[config.mk]
export PLATFORM = sky130hd
export DESIGN_NAME = dpram_stream_reader
export DESIGN_NICKNAME = d
export VERILOG_FILES = /design/src/rtl/dpram_stream_reader.sv
export SDC_FILE = /design/constraint.sdc
export NUM_CORES = 1
export LEC_CHECK = 0
export ABC_AREA = 1
export BUFFER_PORTS_ARGS = -buffer_cell sky130_fd_sc_hd__clkbuf_2
export CAP_MARGIN = 20
export CORE_MARGIN = 2
export CORE_UTILIZATION = 50
export CTS_CLUSTER_DIAMETER = 40
export DETAILED_ROUTE_END_ITERATION = 10
export PLACE_DENSITY = 0.75
export SYNTH_ARGS = -nofsm -noshare
export SYNTH_HDL_FRONTEND = slang
export SYNTH_SLANG_ARGS = --single-unit
[constraint.sdc]
create_clock -name clock -period 3.08 [get_ports clock]
set_input_delay 0.308 -clock clock [delete_from_list [all_inputs] [get_ports clock]]
set_output_delay 0.308 -clock clock [all_outputs]
set_load 0.05 [all_outputs]
[src/rtl/dpram_stream_reader.sv]
// dpram_stream_reader
//   Read-side engine for one port of a dual-port RAM. A start command latches a
//   base address and a word count. The engine then reads the words from the base
//   address upward, one per cycle, and presents them as a valid/ready stream.
//   The final word of the transfer is flagged with out_last. The engine absorbs
//   arbitrary consumer backpressure, and it never drops or repeats a word.
//
// Ports
//   clock, reset_n        single clock; asynchronous active-low reset
//   start, base_addr,     transfer request; base_addr and length are sampled
//   length                only while idle
//   abort                 cancel the running transfer at the next edge
//   busy, done            transfer running / one-cycle completion pulse
//   mem_address, mem_wren, RAM port (read-only use; write controls held at 0)
//   mem_data, mem_q       mem_q is valid one cycle after mem_address
//   out_data, out_valid,  output stream; a word moves when out_valid & out_ready
//   out_ready, out_last
module dpram_stream_reader #(
  parameter int ADDR_WIDTH = 10,
  parameter int DATA_WIDTH = 8
) (
  input  logic                  clock,
  input  logic                  reset_n,
  input  logic                  start,
  input  logic [ADDR_WIDTH-1:0] base_addr,
  input  logic [ADDR_WIDTH:0]   length,
  input  logic                  abort,
  output logic                  busy,
  output logic                  done,
  output logic [ADDR_WIDTH-1:0] mem_address,
  output logic                  mem_wren,
  output logic [DATA_WIDTH-1:0] mem_data,
  input  logic [DATA_WIDTH-1:0] mem_q,
  output logic [DATA_WIDTH-1:0] out_data,
  output logic                  out_valid,
  input  logic                  out_ready,
  output logic                  out_last
);

  typedef enum logic {S_IDLE, S_RUN} state_t;

  state_t                state_q, state_d;
  logic [ADDR_WIDTH-1:0] rd_ptr_q, rd_ptr_d;
  logic [ADDR_WIDTH:0]   remaining_q, remaining_d;
  logic                  inflight_q, inflight_d;
  logic                  inflight_last_q, inflight_last_d;
  logic [1:0]            buf_count_q, buf_count_d;
  logic [DATA_WIDTH-1:0] buf0_data_q, buf0_data_d;
  logic [DATA_WIDTH-1:0] buf1_data_q, buf1_data_d;
  logic                  buf0_last_q, buf0_last_d;
  logic                  buf1_last_q, buf1_last_d;
  logic                  done_q, done_d;

  logic       pop;
  logic       issue;
  logic [2:0] occupancy;
  logic [1:0] cnt;

  assign busy        = (state_q == S_RUN);
  assign done        = done_q;
  assign mem_address = rd_ptr_q;
  assign mem_wren    = 1'b0;
  assign mem_data    = '0;
  assign out_valid   = (buf_count_q != 2'd0);
  assign out_data    = buf0_data_q;
  // Slot 0 can hold a stale last flag once it has been drained, so qualify it.
  assign out_last    = out_valid & buf0_last_q;

  assign pop = out_valid & out_ready;
  // Words already buffered plus the word arriving on mem_q, less the word
  // leaving this cycle. A new read is issued only if it is sure to have a slot.
  assign occupancy = {1'b0, buf_count_q} + {2'b00, inflight_q} - {2'b00, pop};
  assign issue = (state_q == S_RUN) && (remaining_q != '0) && (occupancy < 3'd2);

  always_comb begin
    state_d         = state_q;
    rd_ptr_d        = rd_ptr_q;
    remaining_d     = remaining_q;
    inflight_d      = inflight_q;
    inflight_last_d = inflight_last_q;
    buf_count_d     = buf_count_q;
    buf0_data_d     = buf0_data_q;
    buf1_data_d     = buf1_data_q;
    buf0_last_d     = buf0_last_q;
    buf1_last_d     = buf1_last_q;
    done_d          = 1'b0;
    cnt             = buf_count_q;

    case (state_q)
      S_IDLE: begin
        if (start) begin
          rd_ptr_d    = base_addr;
          remaining_d = length;
          if (length == '0) begin
            done_d = 1'b1;
          end else begin
            state_d = S_RUN;
          end
        end
      end

      S_RUN: begin
        if (abort) begin
          // Flush everything. Any word still on mem_q is simply never captured.
          state_d         = S_IDLE;
          remaining_d     = '0;
          inflight_d      = 1'b0;
          inflight_last_d = 1'b0;
          buf_count_d     = 2'd0;
          buf0_last_d     = 1'b0;
          buf1_last_d     = 1'b0;
        end else begin
          if (issue) begin
            rd_ptr_d    = rd_ptr_q + ADDR_WIDTH'(1);
            remaining_d = remaining_q - (ADDR_WIDTH+1)'(1);
          end
          inflight_d      = issue;
          inflight_last_d = issue && (remaining_q == (ADDR_WIDTH+1)'(1));

          // Shift-style FIFO: slot 0 is always the head.
          cnt = buf_count_q - {1'b0, pop};
          if (pop) begin
            buf0_data_d = buf1_data_q;
            buf0_last_d = buf1_last_q;
          end
          if (inflight_q) begin
            if (cnt == 2'd0) begin
              buf0_data_d = mem_q;
              buf0_last_d = inflight_last_q;
            end else begin
              buf1_data_d = mem_q;
              buf1_last_d = inflight_last_q;
            end
            cnt = cnt + 2'd1;
          end
          buf_count_d = cnt;

          if (pop && buf0_last_q) begin
            state_d = S_IDLE;
            done_d  = 1'b1;
          end
        end
      end

      default: state_d = S_IDLE;
    endcase
  end

  always_ff @(posedge clock or negedge reset_n) begin
    if (!reset_n) begin
      state_q         <= S_IDLE;
      rd_ptr_q        <= '0;
      remaining_q     <= '0;
      inflight_q      <= 1'b0;
      inflight_last_q <= 1'b0;
      buf_count_q     <= 2'd0;
      buf0_data_q     <= '0;
      buf1_data_q     <= '0;
      buf0_last_q     <= 1'b0;
      buf1_last_q     <= 1'b0;
      done_q          <= 1'b0;
    end else begin
      state_q         <= state_d;
      rd_ptr_q        <= rd_ptr_d;
      remaining_q     <= remaining_d;
      inflight_q      <= inflight_d;
      inflight_last_q <= inflight_last_d;
      buf_count_q     <= buf_count_d;
      buf0_data_q     <= buf0_data_d;
      buf1_data_q     <= buf1_data_d;
      buf0_last_q     <= buf0_last_d;
      buf1_last_q     <= buf1_last_d;
      done_q          <= done_d;
    end
  end

endmodule
==> metrics.md <==
| Metric | Value |
|---|---|
| Clock-pin slew on the worst setup and hold paths | `0.09 ns` |
| Flops & latches, synth | `45` |
| DIE AREA | `6397 sq um` |
| Via density | `5.000` |
| Worst slew pin tran | `0.5616 ns` |
| Relative slew slack | `62.56%` |
| Setup Viol. Count Final | `0` |
| Crit path kind | `reg2reg` |
| HP Class | `in2reg` |
| DRC Markers | `0` |
| Wire length per cell | `11.87 um` |
| First-pass GRT wire length | `10.83 mm` |
| Bufs on Longest Clock Path | `2` |
| Tmin final | `2.470 ns` |
| YS warnings | `0` |
| Clk_skew | `0.007830 ns` |
| Critical path required time | `3.28 ns` |
| Fin crit share | `80.20%` |
| Grt ovf | `0` |
| Area Growth Syn to Fin | `15.34%` |
| DR iter-0 viols | `143` |
| VDD IR max | `0.3997 mV` |
| Post-route ant nets | `0` |
| Largest net degree at the start of global routing | `27` |
| Postcts setup bufs | `0` |
| Worst Path Max Fanout | `15` |
| Max-slew violation count | `0` |
| Commonest non-fill, non-tap cells in the layout | `nand2_1, clkbuf_2, inv_1, dfrtp_1, nand3_1` |
| Root Driver | `clkbuf_8` |
| Worst path most repeated cell | `nand2_1` |
| Endpoint class of the critical path | `flip-flop` |
| Io pins | `65` |
| Pleak | `0.001820 uW` |
| Family with the most delay on the worst path | `simple AND/OR/NAND/NOR gates` |
| Yosys top cell by area | `dfrtp_1` |
| Final #Nets | `502` |
| Post-Route WL | `6.338 mm` |
| CTS tree | `done` |
| Total power | `3324 uW` |
| MaxCap Viol Count | `0` |
| Initial core utilization | `52.10%` |
| Status | `completed` |
| Mapped Avg Cell Area | `7.127 sq um` |
| Cell area power density | `998.4 nW/um^2` |
| Crit-path cells | `inv_2, nand2_1, nand2_1, inv_2, nand2_1, o21ai_1, nand2_1, fa_1, nand3_2, nor2_4, nand3_2, nand2_4, inv_2, nand2_1, nand2_1` |
| Cell area after synthesis | `2887 sq um` |
| DIE HEIGHT | `79.98 um` |
| Final HPWL DP | `4.666 mm` |
| Cell row count | `27` |
| H-tree depth | `2` |
| Largest cells by area after synthesis | `dfrtp_1, nand2_1, inv_1` |
| Synth Instances | `405` |
| Die Wd | `79.98 um` |
| Arr. time, crit path | `2.67 ns` |
| Post-CTS sizing | `0` |
| Routed vias | `2670` |
| Slowest cell on crit path | `fa_1` |
| Seq/Total Area, Yosys | `39.01%` |
| Setup TNS | `0 ns` |
| Final Hold Viols | `0` |
| CP peak stage delay | `0.51 ns` |
| Initial antenna violation count | `0` |
| Max Freq | `0.4048 GHz` |
| Clk sink count | `45` |
| Inserted Diodes | `0` |
| Setup crit start kind | `flip-flop` |
| Layout cells sized above 1 | `20.56%` |
| PortBufs | `55` |
| Worst-Skew Late Latency | `0.31 ns` |
| RSZ-0062 raised after global routing | `no` |
| Number of global-route vias before repair | `2421` |
| Core area | `5540 sq um` |
| Cell variety after synth | `35` |
| Synth top area share | `39.01%` |
| CTS Hold Bufs | `1` |
| WP buf/inv | `3` |
| Total track usage | `21.31%` |
| First drt pass iteration count | `4` |
| Commonest non-fill, non-tap cell in the layout | `nand2_1` |
| Clock buffer count from CTS | `5` |
| Placer Congestion | `0.8769` |
[per-layer routing]
metal / GRT usage (%) / routed length (um) / vias to the layer above
met5: 0 / 0 / -
met4: 6.780 / 72 / 0
met3: 3.394 / 309 / 8
met2: 33.58 / 2893 / 57
met1: 30.09 / 3062 / 1226
li1: - / - / 1379
[power breakdown]
group          internal, uW  switching [uW]  leakage, uW
sequential              835             226     0.000573
combinational           480            1240      0.00118
clock                   327             220    0.0000687
[sequential cells by signal, summed over array words and instances (netlist names)]
name and count:
remaining_q 11, mem_address 10, buf1_data_q 8, out_data 8, buf_count_q 2, buf0_last_q 1, buf1_last_q 1, busy 1
done 1, inflight_last_q 1, inflight_q 1
[Yosys cell counts]
master    number
o21ai_2        4
a21oi_4        1
buf_1          2
buf_6          2
nor2_4         2
buf_2          2
dfrtp_1       45
a21oi_2        1
nor2_2         1
clkbuf_1       2
o21ai_0       12
nor2_8         1
or2_2          2
a31oi_1        2
nand2_2        1
o22ai_1        4
fa_1           1
nand3_2        3
nor3_1         2
o211ai_1       8
ha_1           6
nand2_4        4
nand2_1      135
a21oi_1        5
inv_2          8
nor2_1        25
inv_1         53
buf_4         11
nand4_1        4
nand3_1       28
or2_0          1
o21bai_1       1
a22oi_1        1
conb_1         1
o21ai_1       24
[worst reg2reg max path, stage by stage, from the launching register on]
cell and delay [ns]:
dfrtp_1 0.40, inv_2 0.08, nand2_1 0.08, nand2_1 0.14, inv_2 0.07, nand2_1 0.08
o21ai_1 0.11, nand2_1 0.11, fa_1 0.51, nand3_2 0.09, nor2_4 0.14, nand3_2 0.15
nand2_4 0.20, inv_2 0.09, nand2_1 0.06, nand2_1 0.05
[layout make-up]
type / instances / area (sq um)
fillers: 536 / 2211
multi-input cells: 288 / 1431
flip-flops and latches: 45 / 1126
repair buffers: 60 / 315.3
inverters: 61 / 229.0
well taps: 72 / 90.09
clock buffers: 5 / 68.82
clock inverters: 3 / 68.82
[path summary, 6_finish.rpt]
kind	slack, ns	depth (start not counted)	to	start
max in group asynchronous	1.81	3	buf1_last_q$_DFFE_PN0P_	reset_n
worst max-delay path	0.61	15	mem_address[4]$_DFFE_PN0P_	buf_count_q[1]$_DFFE_PN0P_
worst max register to register	0.61	15	mem_address[4]$_DFFE_PN0P_	buf_count_q[1]$_DFFE_PN0P_
worst min register to register	0.49	2	remaining_q[10]$_DFFE_PN0P_	remaining_q[10]$_DFFE_PN0P_
worst min-delay path	0.23	3	buf1_data_q[2]$_DFFE_PN0P_	mem_q[2]
min in group asynchronous	0.52	2	out_data[6]$_DFFE_PN0P_	reset_n
[logic make-up after synthesis]
kind of cell               after synthesis  synth area share [%]
and+or+nand+nor                        209                 32.03
DFF                                     45                 39.01
AOI/OAI and AO/OA                       63                 13.09
buffers and inverters                   80                 12.44
other                                    1                0.1299
adders and majority gates                7                 3.294
[metrics by stage]
stage / area (sq um) / hold WS [ns] / setup WS [ns] / util (%) / instances
5_1_grt: 3329 / 0.2281 / 0.3658 / 60.09 / 534
3_5_place_dp: 3182 / 0.3210 / 0.6197 / 57.43 / 525
6_report: 3329 / 0.2310 / 0.6099 / 60.09 / 534
2_1_floorplan: 2917 / 0.01241 / 0.4709 / - / 413
4_1_cts: 3329 / 0.2264 / 0.5997 / 60.09 / 534
3_3_place_gp: 3182 / 0.3177 / 0.7395 / 57.43 / 525
Power figures use the tool's default switching activity.
